`config.mk`:
```
export PLATFORM = sky130hd
export DESIGN_NAME = echo_indication_serializer
export DESIGN_NICKNAME = d
export VERILOG_FILES = /design/src/rtl/echo_pkg.sv /design/src/rtl/echo_indication_serializer_msg_fifo.sv /design/src/rtl/echo_indication_serializer.sv
export SDC_FILE = /design/constraint.sdc
export NUM_CORES = 1
export LEC_CHECK = 0
export CAP_MARGIN = 15
export CELL_PAD_IN_SITES_DETAIL_PLACEMENT = 2
export CELL_PAD_IN_SITES_GLOBAL_PLACEMENT = 2
export CORE_ASPECT_RATIO = 2
export CORE_MARGIN = 1.5
export CORE_UTILIZATION = 47
export DETAILED_ROUTE_END_ITERATION = 7
export GPL_TIMING_DRIVEN = 0
export MAX_ROUTING_LAYER = met4
export PLACE_DENSITY = 0.94
export SLEW_MARGIN = 20
export SYNTH_ARGS = -nofsm -noshare
export SYNTH_HDL_FRONTEND = slang
export SYNTH_SLANG_ARGS = --single-unit
```
`constraint.sdc`:
```
create_clock -name CLK -period 9.9 [get_ports CLK]
set_clock_uncertainty 0.05 [all_clocks]
set_input_delay 0.99 -clock CLK [delete_from_list [all_inputs] [get_ports CLK]]
set_output_delay 0.99 -clock CLK [all_outputs]
set_load 0.05 [all_outputs]
```
`src/rtl/echo_pkg.sv`:
```
// Shared constants and types for the echo indication serializer.
// Message layout {v, meth, tag}, word-index encoding, header builder.
package echo_pkg;

   localparam int MSG_WIDTH  = 96;
   localparam int WORD_WIDTH = 32;
   localparam int MSG_WORDS  = 3;

   localparam int TAG_LSB  = 0;
   localparam int METH_LSB = 32;
   localparam int V_LSB    = 64;

   localparam int HDR_TAG_W = 16;
   localparam int HDR_LEN_W = 16;

   typedef enum logic [1:0] {
      IDX_HDR  = 2'd0,
      IDX_METH = 2'd1,
      IDX_V    = 2'd2
   } word_idx_e;

   // Header: constant length field over the low half of the tag.
   function automatic logic [WORD_WIDTH-1:0] hdr_word(
      input logic [MSG_WIDTH-1:0] msg
   );
      return {HDR_LEN_W'(MSG_WORDS), msg[TAG_LSB +: HDR_TAG_W]};
   endfunction

endpackage

```
`src/rtl/echo_indication_serializer_msg_fifo.sv`:
```
// Synchronous DEPTH x 96 message FIFO.
// Ports: clk, rst, push/data_in, pop/head, count, full, empty.
module msg_fifo
   import echo_pkg::*;
#(
   parameter int DEPTH = 4
) (
   input  logic                       clk,
   input  logic                       rst,
   input  logic                       push,
   input  logic [MSG_WIDTH-1:0]       data_in,
   input  logic                       pop,
   output logic [MSG_WIDTH-1:0]       head,
   output logic [$clog2(DEPTH):0]     count,
   output logic                       full,
   output logic                       empty
);

   localparam int PTR_W = $clog2(DEPTH);
   localparam int CNT_W = PTR_W + 1;

   logic [MSG_WIDTH-1:0] mem [DEPTH];
   logic [PTR_W-1:0]     wptr;
   logic [PTR_W-1:0]     rptr;
   logic [CNT_W-1:0]     cnt;
   logic                 push_ok;
   logic                 pop_ok;

   assign full    = (cnt == CNT_W'(DEPTH));
   assign empty   = (cnt == '0);
   assign push_ok = push & ~full;
   assign pop_ok  = pop & ~empty;
   assign head    = mem[rptr];
   assign count   = cnt;

   // Pointers wrap naturally; cnt tells full from empty.
   always_ff @(posedge clk) begin
      if (rst) begin
         wptr <= '0;
         rptr <= '0;
         cnt  <= '0;
      end else begin
         if (push_ok)
            wptr <= wptr + 1'b1;
         if (pop_ok)
            rptr <= rptr + 1'b1;
         unique case ({push_ok, pop_ok})
            2'b10:   cnt <= cnt + 1'b1;
            2'b01:   cnt <= cnt - 1'b1;
            default: cnt <= cnt;
         endcase
      end
   end

   always_ff @(posedge clk) begin
      if (push_ok)
         mem[wptr] <= data_in;
   end

endmodule

```
`src/rtl/echo_indication_serializer.sv`:
```
// Buffers 96-bit indication messages and emits each as header + 2 words.
// Ports: CLK, RST, pipe_enq (ENA/v/RDY), out_word (ENA/v/last/RDY), count.
module echo_indication_serializer
   import echo_pkg::*;
#(
   parameter int DEPTH = 4
) (
   input  logic                    CLK,
   input  logic                    RST,
   input  logic                    pipe_enq__ENA,
   input  logic [MSG_WIDTH-1:0]    pipe_enq_v,
   output logic                    pipe_enq__RDY,
   output logic                    out_word__ENA,
   output logic [WORD_WIDTH-1:0]   out_word_v,
   output logic                    out_word_last,
   input  logic                    out_word__RDY,
   output logic [$clog2(DEPTH):0]  count
);

   logic [MSG_WIDTH-1:0] head;
   logic                 full;
   logic                 empty;
   logic                 push;
   logic                 pop;
   logic                 xfer;
   word_idx_e            idx;
   word_idx_e            idx_nxt;

   // Gating by RST keeps both handshakes quiet while in reset.
   assign pipe_enq__RDY = ~RST & ~full;
   assign out_word__ENA = ~RST & ~empty;

   assign push = pipe_enq__ENA & pipe_enq__RDY;
   assign xfer = out_word__ENA & out_word__RDY;
   assign pop  = xfer & (idx == IDX_V);

   msg_fifo #(
      .DEPTH (DEPTH)
   ) u_fifo (
      .clk     (CLK),
      .rst     (RST),
      .push    (push),
      .data_in (pipe_enq_v),
      .pop     (pop),
      .head    (head),
      .count   (count),
      .full    (full),
      .empty   (empty)
   );

   always_ff @(posedge CLK) begin
      if (RST)
         idx <= IDX_HDR;
      else
         idx <= idx_nxt;
   end

   always_comb begin
      idx_nxt = idx;
      if (xfer) begin
         unique case (idx)
            IDX_HDR:  idx_nxt = IDX_METH;
            IDX_METH: idx_nxt = IDX_V;
            IDX_V:    idx_nxt = IDX_HDR;
            default:  idx_nxt = IDX_HDR;
         endcase
      end
   end

   // Word mux; forced to zero whenever no word is offered.
   always_comb begin
      out_word_v    = '0;
      out_word_last = 1'b0;
      if (out_word__ENA) begin
         unique case (idx)
            IDX_HDR:  out_word_v = hdr_word(head);
            IDX_METH: out_word_v = head[METH_LSB +: WORD_WIDTH];
            IDX_V: begin
               out_word_v    = head[V_LSB +: WORD_WIDTH];
               out_word_last = 1'b1;
            end
            default:  out_word_v = '0;
         endcase
      end
   end

endmodule

```
---- Yosys cells after proc, flatten, opt, wreduce, memory -nomap -nowiden ----
Memory sizes are Yosys's and may differ from the RTL's. A register that Yosys moved wholly into a read port is not among the register bits.
Cells that the tools add are included.
word-level totals
  word-level logic and storage cells ...... 37
  register bits ........................... 9
  bits of input ports ..................... 100
  memories ................................ 1
  output and inout port bits .............. 38
  RAM bits ................................ 384
memory list
  memory      words  width  read ports  clocked after Yosys merged registers in  wr ports  RTL line                                   RTL
  u_fifo.mem  4      96     1           1                                        1         echo_indication_serializer_msg_fifo.sv:22  logic [MSG_WIDTH-1:0] mem [DEPTH];
cells by class
  bitwise operators ....................... 10
  equality and inequality tests ........... 5
  reduce and logical (&&, ||, !) cells .... 3
  add/subtract/negate cells ............... 4
  multiplexer cells ....................... 10
operators with widths
  cell                                                                    count
  32-bit case mux with 3 select lines                                     1
  32-bit two-way mux                                                      1
  1-bit AND                                                               7
  3-bit case mux with 2 select lines                                      1
  2-bit by 1-bit adder with 2-bit output (second input constant)          2
  2-bit by 1-bit equality test with 1-bit output (second input constant)  2
  2-bit equality test (second input constant)                             2
  1-bit two-way mux                                                       4
  2-bit two-way mux                                                       2
  2-bit case mux with 2 select lines                                      1
  3-bit by 1-bit adder with 3-bit output (second input constant)          1
  3-bit equality test (second input constant)                             1
  3-bit zero test                                                         1
  1-bit NOT                                                               3
  3-bit by 1-bit subtractor with 3-bit output (second input constant)     1
  2-bit zero test                                                         1
  2-bit nonzero test                                                      1

---- Depth between registers and ports, before layout ----
Gate-level depths: netlist (run 1).
  word-level depth ........................ 8
  gate-level depth with buffers ........... 9
  mapped depth without buffers ............ 9

---- Hierarchy ----
A second synthesis (run 1) with hierarchy kept.
unflattened totals
  cell total of the unflattened synthesis .. 673
  area, all modules ....................... 15,150.8 um^2
modules (own cells, without submodules)
  module                      sequential area each (um^2)  instances  area each (um^2)  cells each
  msg_fifo                    11,711.2                     1          14,328.7          556
  echo_indication_serializer  40.0                         1          822.0             117

---- Least setup slack after synthesis (run 1) ----
Ideal clock, no wire load.
  path kind ............................... input to register
  start ................................... input RST
  end ..................................... memory u_fifo.mem[0][0], enable pin
  data required time ...................... 9.403 ns
  stages .................................. 3
  setup time .............................. 0.447 ns
  slack ................................... 5.967 ns
  data arrival time ....................... 3.435 ns
  path buffers ............................ 1
  cell sequence ........................... buf_2 -> nor3_1 -> and2_1
between the ends
  word-level cells in the longest chain between the ends .. 6
ends and longest elaborated chain
  what                                     RTL line                                   RTL
  start: declaration                       echo_indication_serializer.sv:9            input logic RST,
  1-bit NOT                                echo_indication_serializer.sv:30           assign pipe_enq__RDY = ~RST & ~full;
  1-bit AND                                echo_indication_serializer.sv:30
  1-bit AND                                echo_indication_serializer.sv:33           assign push = pipe_enq__ENA & pipe_enq__RDY;
  1-bit AND                                echo_indication_serializer_msg_fifo.sv:31  assign push_ok = push & ~full;
  1-bit two-way mux                        echo_indication_serializer_msg_fifo.sv:56  if (push_ok)
  1-bit two-way mux (implied by the code)  echo_indication_serializer_msg_fifo.sv:57  mem[wptr] <= data_in;
  end: declaration                         echo_indication_serializer_msg_fifo.sv:22
No other way between the ends.

---- Worst setup path after layout (run 1) ----
  start ................................... register idx[1]
  end ..................................... output out_word_v[30]
between the ends
  word-level cells in the longest chain between the ends .. 3
  elaborated cells between the ends (all ways) .. 5
  those cells by class .................... eq/ne: 2; mux: 2; reduce/logical: 1
ends and longest elaborated chain
  what                                               RTL line                          RTL
  start: declaration                                 echo_indication_serializer.sv:26  word_idx_e idx;
  start signal: assignment                           echo_indication_serializer.sv:55  idx <= idx_nxt;
  2-bit equality test, or another cell as far along  echo_indication_serializer.sv:75  unique case (idx)
  32-bit case mux with 3 select lines *              echo_indication_serializer.sv:75
  32-bit two-way mux *                               echo_indication_serializer.sv:74  if (out_word__ENA) begin
  end: declaration                                   echo_indication_serializer.sv:14  output logic [WORD_WIDTH-1:0] out_word_v,
Mark *: on every way between the ends. The rest lies on a longest branch, timed or not.

==> results of run 1 <==
-- cells in the final DEF, fill, tap and decap left out, types with 2 or more instances in the layout --
cell,n
a21oi_1,8
o32ai_1,2
clkinv_1,3
xor2_1,2
buf_12,2
inv_1,13
nor2_1,21
edfxtp_1,320
a22oi_1,14
mux4_2,78
bufinv_16,6
buf_4,3
and2_4,4
ha_1,5
nand4_1,2
clkbuf_16,29
nor2b_1,4
dfxtp_1,11
clkinvlp_4,2
o31ai_1,4
mux2i_1,16
o21ai_0,2
clkinv_4,2
o2bb2ai_1,16
or4_1,2
buf_6,7
or3_1,3
clkdlybuf4s50_1,120
buf_2,12
clkinv_2,5
diode_2,2
clkbuf_1,10
buf_16,4
mux4_1,2
-- critical path, delay by kind of cell, from the launching register on --
kind | cells | cell delay, ns
buffers and inverters | 2 | 1.41
AO/OA/AOI/OAI | 1 | 0.17
AND/OR/NAND/NOR | 2 | 0.78
flip-flops | 1 | 0.47
-- layer usage --
layer | share of wire | vias to the layer above
met2 | 0.57 | 197
li1 | - | 2704
met3 | 0.034 | 62
met1 | 0.37 | 3388
met4 | 0.030 | 0
met5 | 0 | -
-- cell type report --
| class | count | share of cell area |
|---|---|---|
| diodes | 2 | 0.000322 |
| plain buffers | 30 | 0.0144 |
| clock buffers | 35 | 0.0488 |
| clock inverters | 18 | 0.0160 |
| inverters | 13 | 0.00314 |
| multi-input cells | 194 | 0.172 |
| flip-flops and latches | 331 | 0.633 |
| well taps | 348 | 0.0280 |
| repair buffers | 124 | 0.0845 |
-- report_power, final --
part           total (mW)  leakage [nW]  switching [mW]  internal (mW)
Clock                1.22         0.488           0.521          0.703
Combinational       0.158          1.29          0.0916         0.0662
Sequential           1.58          3.00          0.0125           1.57
-- per-stage QoR --
step	hold WS, ns	area (µm²)	power (mW)	worst slack [ns]
final	0.520	15500	2.97	5.46
after global routing	0.542	15500	3.03	5.34
after CTS	0.516	15500	2.99	5.41
after detailed placement	0.461	14500	1.77	5.72
after global placement	0.417	14400	1.75	4.27
after floorplan	0.403	12800	1.68	5.97
-- logic make-up (layout without fill, tap and decap cells) --
family / after synthesis / in the layout / synth area share
AND/OR/NAND/NOR: 43 / 43 / 0.0180
multiplexers: 97 / 97 / 0.155
adder cells (fa/ha/maj): 6 / 6 / 0.00647
AO/OA/AOI/OAI: 46 / 46 / 0.0269
buffers and inverters: 43 / 220 / 0.0214
other: 0 / 2 / 0
XOR/XNOR: 2 / 2 / 0.00137
flip-flops: 331 / 331 / 0.771
-- sequential cells by signal (all words and copies together), names as in the netlist, named ones only --
name and cells:
u_fifo.rptr 2, idx 2, u_fifo.mem 320, u_fifo.wptr 2, u_fifo.count 3
-- worst max path at each step --
stage / end / slack [ns] / cells past startpoint / start
global route: out_word_v[30] / 5.34 / 6 / idx[0]$_SDFFE_PP0P_
floorplan: u_fifo.mem[0][0]$_DFFE_PP_ / 5.97 / 3 / RST
CTS: out_word_v[30] / 5.41 / 6 / idx[0]$_SDFFE_PP0P_
detailed placement: out_word_v[17] / 5.72 / 6 / RST
finish: out_word_v[30] / 5.46 / 5 / idx[1]$_SDFFE_PP0P_
global placement: u_fifo.mem[1][87]$_DFFE_PP_ / 4.27 / 4 / pipe_enq__ENA
==> impl_metrics.py, run 1 <==
metrics = {
    "setup_path": {
        "max_stage_delay_ns": 0.86,
        "worstPathRequired_ns": 8.86,
        "cp_cell_sequence": "nor2b_1 > clkbuf_1 > a22oi_1 > nor2_1 > clkdlybuf4s50_1",
        "cpMaxStageDelayCell": "clkdlybuf4s50_1",
        "arrival_ns": 3.40,
        "criticalPathCategory": "flip-flop to output pin",
        "end_kind": "output pin",
        "rrSetupSlack_ns": 6.92,
        "start_kind": "flip-flop",
        "r2r-start": "u_fifo.count[2]$_SDFFE_PP0P_",
        "crit_fanout": 10,
        "reg2reg_depth": 9,
        "reg2reg_to": "u_fifo.count[2]$_SDFFE_PP0P_",
    },
    "clock_tree": {
        "cts_resized": 0,
        "post_cts_buffers": 0,
        "ctsLongestPathBuffers": 3,
        "clk_pin_slew_ns": 0.07,
        "cts-buffers-inserted": 29,
        "cts_root_buffer": "clkbuf_16",
        "clock_latency_ns": 0.56,
        "cts_sinks": 331,
        "cts_hold_buf": 0,
        "htree_levels": 1,
        "tritoncts": "done",
    },
    "global_route": {
        "grtUsageMet1": 0.303,
        "track_usage": 0.260,
        "overflow": 0,
        "gr-max-usage-layer": "met2",
        "grt_pass1_wl_um": 51100,
        "grt_max_degree": 47,
        "met2_usage": 0.466,
        "met3_usage": 0.0280,
        "antenna_found_initial": 2,
        "first_global_vias": 7382,
    },
    "sta": {
        "rsz0062_at_grt": "no",
        "min_period_ns": 4.44,
        "hold_viol": 0,
        "fmax_ghz": 0.225,
        "fin_setup_tns_ns": 0,
        "slew_violations": 0,
        "setup_viol": 0,
        "slew_headroom": 0.388,
        "timing.final.crit_share": 0.449,
        "worst_pin_slew_ns": 0.911,
    },
    "layout": {
        "final_nets": 829,
        "seq_area_mm2": 0.00983,
        "syn_to_final_growth_pct": 21.7,
        "finalCoreUtilization": 0.579,
        "fillers": 2230,
        "drive_gt1_frac": 0.212,
        "fin_cells": 1095,
        "multi_input_area_mm2": 0.00266,
    },
    "place": {
        "port_buffers": 120,
        "gp_congestion": 0.788,
        "dp.cells": 1040,
        "dpl.hpwl_um": 22100,
    },
    "synthesis": {
        "synth_area_per_cell_um2": 22.5,
        "yosysMostFrequentCell": "edfxtp_1",
        "synth_area_leaders": "edfxtp_1 75%, mux4_2 14%, dfxtp_1 1.7%",
        "synth_top_area_share": 0.753,
        "synth_edf_count": 320,
        "synth_nets": 674,
        "synthTopCellsByCount": "320 x edfxtp_1, 78 x mux4_2, 21 x nor2_1, 16 x mux2i_1, 16 x o2bb2ai_1",
        "synth_seq_cells": 331,
        "ys_async_sr_fraction": 0,
        "synth_ff_type": "edfxtp_1",
        "synth.distinct_cells": 35,
        "ys_warn_count": 0,
        "synth_top_cell_by_area": "edfxtp_1",
        "synth.yosys.seq_area_share": 0.771,
        "netlist_instances": 568,
        "syn_area_mm2": 0.0128,
    },
    "pwr": {
        "ir_worst_vdd_v": 0.000176,
        "p_leak_nw": 4.77,
        "p_per_area_mw_per_mm2": 191,
    },
    "die": {
        "design.core.area_mm2": 0.0268,
        "dieArea_mm2": 0.0282,
        "io_pins": 138,
        "die_y_um": 236,
        "die_x_um": 119,
        "rows": 85,
        "start_util": 0.476,
    },
    "detailed_routing": {
        "via_per_inst": 5.80,
        "drt_iter0_drc": 351,
        "drtAntennaViolNets": 0,
        "drc": 0,
        "wl_per_cell_um": 31.7,
        "detail_route.first_pass.iterations": 4,
        "drt-total-wl_um": 34700,
        "vias": 6351,
    },
    "min_path": {
        "hp-class": "flip-flop to flip-flop",
        "hp-start": "u_fifo.rptr[1]$_SDFFE_PP0P_",
        "whs_path_depth": 2,
    },
    "outcome": {
        "status": "finished clean",
    },
    "job": {
        "drv_cap": 0,
    },
}
Power figures use the tool's default switching activity.
==> run 2, diff against run 1 <==
--- a/config.mk
+++ b/config.mk
@@ -10,11 +10,11 @@
 export CELL_PAD_IN_SITES_GLOBAL_PLACEMENT = 2
 export CORE_ASPECT_RATIO = 2
 export CORE_MARGIN = 1.5
-export CORE_UTILIZATION = 47
+export CORE_UTILIZATION = 40
 export DETAILED_ROUTE_END_ITERATION = 7
 export GPL_TIMING_DRIVEN = 0
 export MAX_ROUTING_LAYER = met4
-export PLACE_DENSITY = 0.94
+export PLACE_DENSITY = 0.86
 export SLEW_MARGIN = 20
 export SYNTH_ARGS = -nofsm -noshare
 export SYNTH_HDL_FRONTEND = slang
==> constraint.sdc (replaced) <==
create_clock -name CLK -period 3.8 [get_ports CLK]
set_clock_uncertainty 0.05 [all_clocks]
set_input_delay 0.38 -clock CLK [delete_from_list [all_inputs] [get_ports CLK]]
set_output_delay 0.38 -clock CLK [all_outputs]
set_load 0.05 [all_outputs]
==> run 2 against run 1 <==
Net effect: register-to-register slack got worse by 5.8 ns; via count fell by 2.8%; count of clock-buffer cells in the layout fell by 1; largest power group unchanged.
==> impl_metrics.py, run 2 (synthesis results as in run 1) <==
metrics = {
    "global_route": {
        "grt_pass1_wl_um": 46900,
        "antenna_found_initial": 2,
        "overflow": 0,
        "first_global_vias": 7209,
        "track_usage": 0.203,
        "grt_max_degree": 45,
    },
    "detailed_routing": {
        "via_per_inst": 5.28,
        "wl_per_cell_um": 26.6,
        "drt-total-wl_um": 31100,
        "drt_iter0_drc": 348,
        "drc": 0,
        "detail_route.first_pass.iterations": 4,
        "vias": 6175,
        "drtAntennaViolNets": 0,
    },
    "setup_path": {
        "crit_fanout": 10,
        "reg2reg_to": "u_fifo.mem[0][69]$_DFFE_PP_",
        "rrSetupSlack_ns": 1.08,
        "arrival_ns": 3.21,
        "r2r-start": "u_fifo.count[1]$_SDFFE_PP0P_",
        "reg2reg_depth": 4,
        "criticalPathCategory": "flip-flop to output pin",
        "end_kind": "output pin",
        "critPathCapture": "out_word_v[21]",
        "start_kind": "flip-flop",
        "worstPathRequired_ns": 3.37,
    },
    "place": {
        "port_buffers": 120,
        "dpl.hpwl_um": 20600,
        "dp.cells": 1115,
        "gp_congestion": 0.695,
    },
    "clock_tree": {
        "cts_sinks": 331,
        "clk_pin_slew_ns": 0.06,
        "cts-buffers-inserted": 29,
        "ctsLongestPathBuffers": 3,
        "cts_root_buffer": "clkbuf_16",
        "tritoncts": "done",
        "clock_latency_ns": 0.55,
        "post_cts_buffers": 0,
        "htree_levels": 1,
        "cts_hold_buf": 0,
    },
    "layout": {
        "finalCoreUtilization": 0.496,
        "seq_area_mm2": 0.00983,
        "syn_to_final_growth_pct": 22.1,
        "largest_reg_flops": 320,
        "layout_common_cells": "320 x edfxtp_1, 120 x clkdlybuf4s50_1, 78 x mux4_2",
        "fillers": 2718,
        "drive_gt1_frac": 0.205,
        "final_nets": 829,
        "final_common_cell": "edfxtp_1",
        "largest_register": "u_fifo.mem",
        "fin_cells": 1170,
        "multi_input_area_mm2": 0.00267,
    },
    "pwr": {
        "p_leak_nw": 4.75,
        "ir_worst_vdd_v": 0.000403,
        "p_per_area_mw_per_mm2": 485,
    },
    "die": {
        "io_pins": 138,
        "start_util": 0.406,
        "die_y_um": 256,
        "dieArea_mm2": 0.0330,
        "die_x_um": 129,
        "design.core.area_mm2": 0.0314,
        "rows": 92,
    },
    "sta": {
        "worst_pin_slew_ns": 0.717,
        "hold_viol": 0,
        "timing.final.crit_share": 0.957,
        "setup_viol": 0,
        "rsz0062_at_grt": "no",
        "min_period_ns": 3.64,
        "slew_headroom": 0.518,
        "fmax_ghz": 0.275,
        "slew_violations": 0,
    },
    "job": {
        "drv_cap": 0,
    },
    "min_path": {
        "hp-class": "primary input to flip-flop",
    },
    "outcome": {
        "status": "finished clean",
    },
}
==> run 2: worst min-delay path by stage <==
| stage | to | cells after the start | slack [ns] | startpoint |
|---|---|---|---|---|
| final | u_fifo.wptr[1]$_SDFFE_PP0P_ | 3 | 0.23 | RST |
| after global routing | u_fifo.wptr[1]$_SDFFE_PP0P_ | 3 | 0.22 | RST |
| after global placement | u_fifo.rptr[1]$_SDFFE_PP0P_ | 2 | 0.41 | u_fifo.rptr[1]$_SDFFE_PP0P_ |
| after detailed placement | flip-flop | 2 | 0.44 | u_fifo.rptr[1]$_SDFFE_PP0P_ |
| after floorplan | flip-flop | 2 | 0.40 | u_fifo.rptr[1]$_SDFFE_PP0P_ |
| after CTS | u_fifo.wptr[1]$_SDFFE_PP0P_ | 3 | 0.22 | RST |
==> run 2: layer usage <==
metal	global-route usage	part of all wire
met4	0.0618	0.025
met5	-	0
met3	0.0278	0.037
met2	0.377	0.58
met1	0.219	0.36
==> run 2: repair_timing <==
action,4_1_cts,5_1_grt
hold endpoints to repair,0,0
setup endpoints to repair,1,0
gates resized for setup,2,0
==> run 2: final cells by class <==
cell class,instances,share of cell area
tap,423,0.0340
antenna,2,0.000321
sequential,331,0.631
buffer,30,0.0144
clock buffer,34,0.0478
inverter,13,0.00313
clock inverter,19,0.0135
multi-input combinational,194,0.171
timing repair buffer,124,0.0842
==> run 2: report_power, final <==
part / internal [mW] / leakage [nW] / switching, mW
combinational: 0.172 / 1.29 / 0.225
clock: 1.73 / 0.462 / 1.30
sequential: 4.09 / 3.00 / 0.0260
total: 6.00 / 4.75 / 1.55
==> run 2: critical path, cell delays in order, from the launching register on <==
cell             delay (ns)
dfxtp_1                0.30
buf_2                  0.24
clkbuf_1               0.57
mux4_2                 0.34
a22oi_1                0.07
nor2_1                 0.25
clkdlybuf4s50_1        0.87
==> run 2: metrics by stage <==
| stage | hold WS [ns] | power (mW) | instance area, µm² | setup TNS, ns | worst slack (ns) |
|---|---|---|---|---|---|
| floorplan | 0.403 | 4.37 | 12800 | 0 | 0.149 |
| global placement | 0.411 | 4.57 | 14500 | -520.00 | -1.66 |
| detailed placement | 0.441 | 4.60 | 14600 | 0 | 0.524 |
| CTS | 0.216 | 7.64 | 15600 | 0 | 0.0935 |
| global route | 0.217 | 7.76 | 15600 | 0 | 0.0214 |
| finish | 0.235 | 7.55 | 15600 | 0 | 0.162 |
==> run 3, diff against run 2 <==
--- a/config.mk
+++ b/config.mk
@@ -12,9 +12,9 @@
 export CORE_MARGIN = 1.5
 export CORE_UTILIZATION = 40
 export DETAILED_ROUTE_END_ITERATION = 7
-export GPL_TIMING_DRIVEN = 0
 export MAX_ROUTING_LAYER = met4
 export PLACE_DENSITY = 0.86
+export SKIP_CTS_REPAIR_TIMING = 1
 export SLEW_MARGIN = 20
 export SYNTH_ARGS = -nofsm -noshare
 export SYNTH_HDL_FRONTEND = slang
==> run 3 against run 2 <==
Net effect: sequential power about the same; via count down 0.13%; fmax up 9.4%; register-to-register slack worse by 0.05 ns; combinational power up 5.3%; critical path depth down 1; sequential cell count unchanged; design area up 0.67%; global-route usage up 0.16 points; count of clock-buffer cells in the layout up 6; critical path type unchanged; critical endpoint is now out_word_v[4]; largest cell class unchanged; highest routed layer unchanged.
==> impl_metrics.py, run 3 (synthesis results as in run 1) <==
metrics = {
    "setup_path": {
        "critPathCapture": "out_word_v[4]",
        "end_kind": "output pin",
        "r2r-start": "u_fifo.count[2]$_SDFFE_PP0P_",
        "rrSetupSlack_ns": 1.03,
        "start_kind": "flip-flop",
        "reg2reg_depth": 9,
        "reg2reg_to": "u_fifo.count[2]$_SDFFE_PP0P_",
        "criticalPathCategory": "flip-flop to output pin",
        "crit_fanout": 17,
        "crit_start": "idx[0]$_SDFFE_PP0P_",
        "worstPathRequired_ns": 3.37,
        "arrival_ns": 2.90,
    },
    "die": {
        "design.core.area_mm2": 0.0314,
        "die_x_um": 129,
        "start_util": 0.406,
        "rows": 92,
        "io_pins": 138,
        "die_y_um": 256,
        "dieArea_mm2": 0.0330,
    },
    "clock_tree": {
        "htree_levels": 1,
        "clock_latency_ns": 0.57,
        "cts_root_buffer": "clkbuf_16",
        "clk_pin_slew_ns": 0.07,
        "cts_sinks": 331,
        "cts-buffers-inserted": 30,
        "tritoncts": "done",
        "ctsLongestPathBuffers": 3,
    },
    "detailed_routing": {
        "m1WireLength_um": 11300,
        "drt_iter0_drc": 342,
        "wl_per_cell_um": 27.2,
        "vias": 6167,
        "route.met2.wl_um": 18300,
        "drc": 0,
        "top_layer_used": "met4",
        "via_per_inst": 5.32,
        "drtAntennaViolNets": 0,
        "dr_wl_met3_um": 1050,
        "drt-total-wl_um": 31500,
        "detail_route.first_pass.iterations": 5,
    },
    "global_route": {
        "overflow": 0,
        "track_usage": 0.205,
        "grt_pass1_wl_um": 47000,
        "grt_max_degree": 64,
        "antenna_found_initial": 3,
        "first_global_vias": 7114,
    },
    "sta": {
        "rsz0062_at_grt": "no",
        "min_period_ns": 3.33,
        "slew_violations": 0,
        "setup_slack_ns": 0.473,
        "hold_viol": 0,
        "setup_viol": 0,
        "fmax_ghz": 0.301,
        "slew_headroom": 0.277,
        "worst_pin_slew_ns": 1.08,
        "timing.final.crit_share": 0.875,
        "fin_setup_tns_ns": 0,
    },
    "pwr": {
        "power_mw": 7.64,
        "p_leak_nw": 4.83,
        "ir_worst_vdd_v": 0.000409,
        "p_per_area_mw_per_mm2": 488,
    },
    "outcome": {
        "status": "finished clean",
    },
    "min_path": {
        "hp-class": "primary input to flip-flop",
    },
    "place": {
        "dp_slack_ns": 0.444,
        "port_buffers": 121,
        "gp_congestion": 0.721,
        "dp.cells": 1101,
        "dpl.hpwl_um": 21100,
    },
    "layout": {
        "layout_common_cells": "320 x edfxtp_1, 88 x clkdlybuf4s50_1, 78 x mux4_2",
        "largest_register": "u_fifo.mem",
        "fin_cells": 1159,
        "final_common_cell": "edfxtp_1",
        "drive_gt1_frac": 0.263,
        "largest_reg_flops": 320,
        "syn_to_final_growth_pct": 22.9,
        "final_nets": 816,
    },
    "job": {
        "drv_cap": 0,
    },
}
run 3: routing by layer:
layer  GRT usage  up-vias
met1       0.229     3291
met3      0.0211       54
met4      0.0721        0
met5           -        -
li1            -     2673
met2       0.372      149
run 3: worst min-delay path by stage:
stage                                start                           to  cells past startpoint
3_3_place_gp   u_fifo.rptr[1]$_SDFFE_PP0P_                    flip-flop                      2
2_1_floorplan  u_fifo.rptr[1]$_SDFFE_PP0P_                    flip-flop                      2
6_report                    pipe_enq_v[15]  u_fifo.mem[0][15]$_DFFE_PP_                      1
3_5_place_dp           idx[1]$_SDFFE_PP0P_          idx[1]$_SDFFE_PP0P_                      2
4_1_cts                     pipe_enq_v[67]  u_fifo.mem[3][67]$_DFFE_PP_                      1
5_1_grt                     pipe_enq_v[11]  u_fifo.mem[0][11]$_DFFE_PP_                      1
run 3: stage by stage:
| step | hold slack (ns) | util | cell area, µm² |
|---|---|---|---|
| 4_1_cts | 0.376 | 0.499 | 15700 |
| 6_report | 0.398 | 0.499 | 15700 |
| 2_1_floorplan | 0.403 | - | 12800 |
| 3_3_place_gp | 0.404 | 0.466 | 14700 |
| 3_5_place_dp | 0.498 | 0.466 | 14700 |
| 5_1_grt | 0.394 | 0.499 | 15700 |
run 3: where the power goes:
group / internal, mW / switching (mW) / total [mW]
Combinational: 0.187 / 0.230 / 0.418
Sequential: 4.09 / 0.0322 / 4.12
Clock: 1.72 / 1.38 / 3.10
Total: 6.00 / 1.64 / 7.64
run 3: final cells by class:
type                       instances  area, µm²
inverter                          13       48.8
timing repair buffer             140       1570
multi-input combinational        194       2660
tap                              423        529
clock inverter                    16        130
sequential                       331       9840
fill                            2697      15700
clock buffer                      40        890
antenna                            2       5.00
run 3: critical path: stages, from the launching register on:
cell	delay, ns
dfxtp_2	0.47
nor2b_1	0.17
buf_4	0.26
and3_1	0.92
o2bb2ai_1	0.31
buf_12	0.19
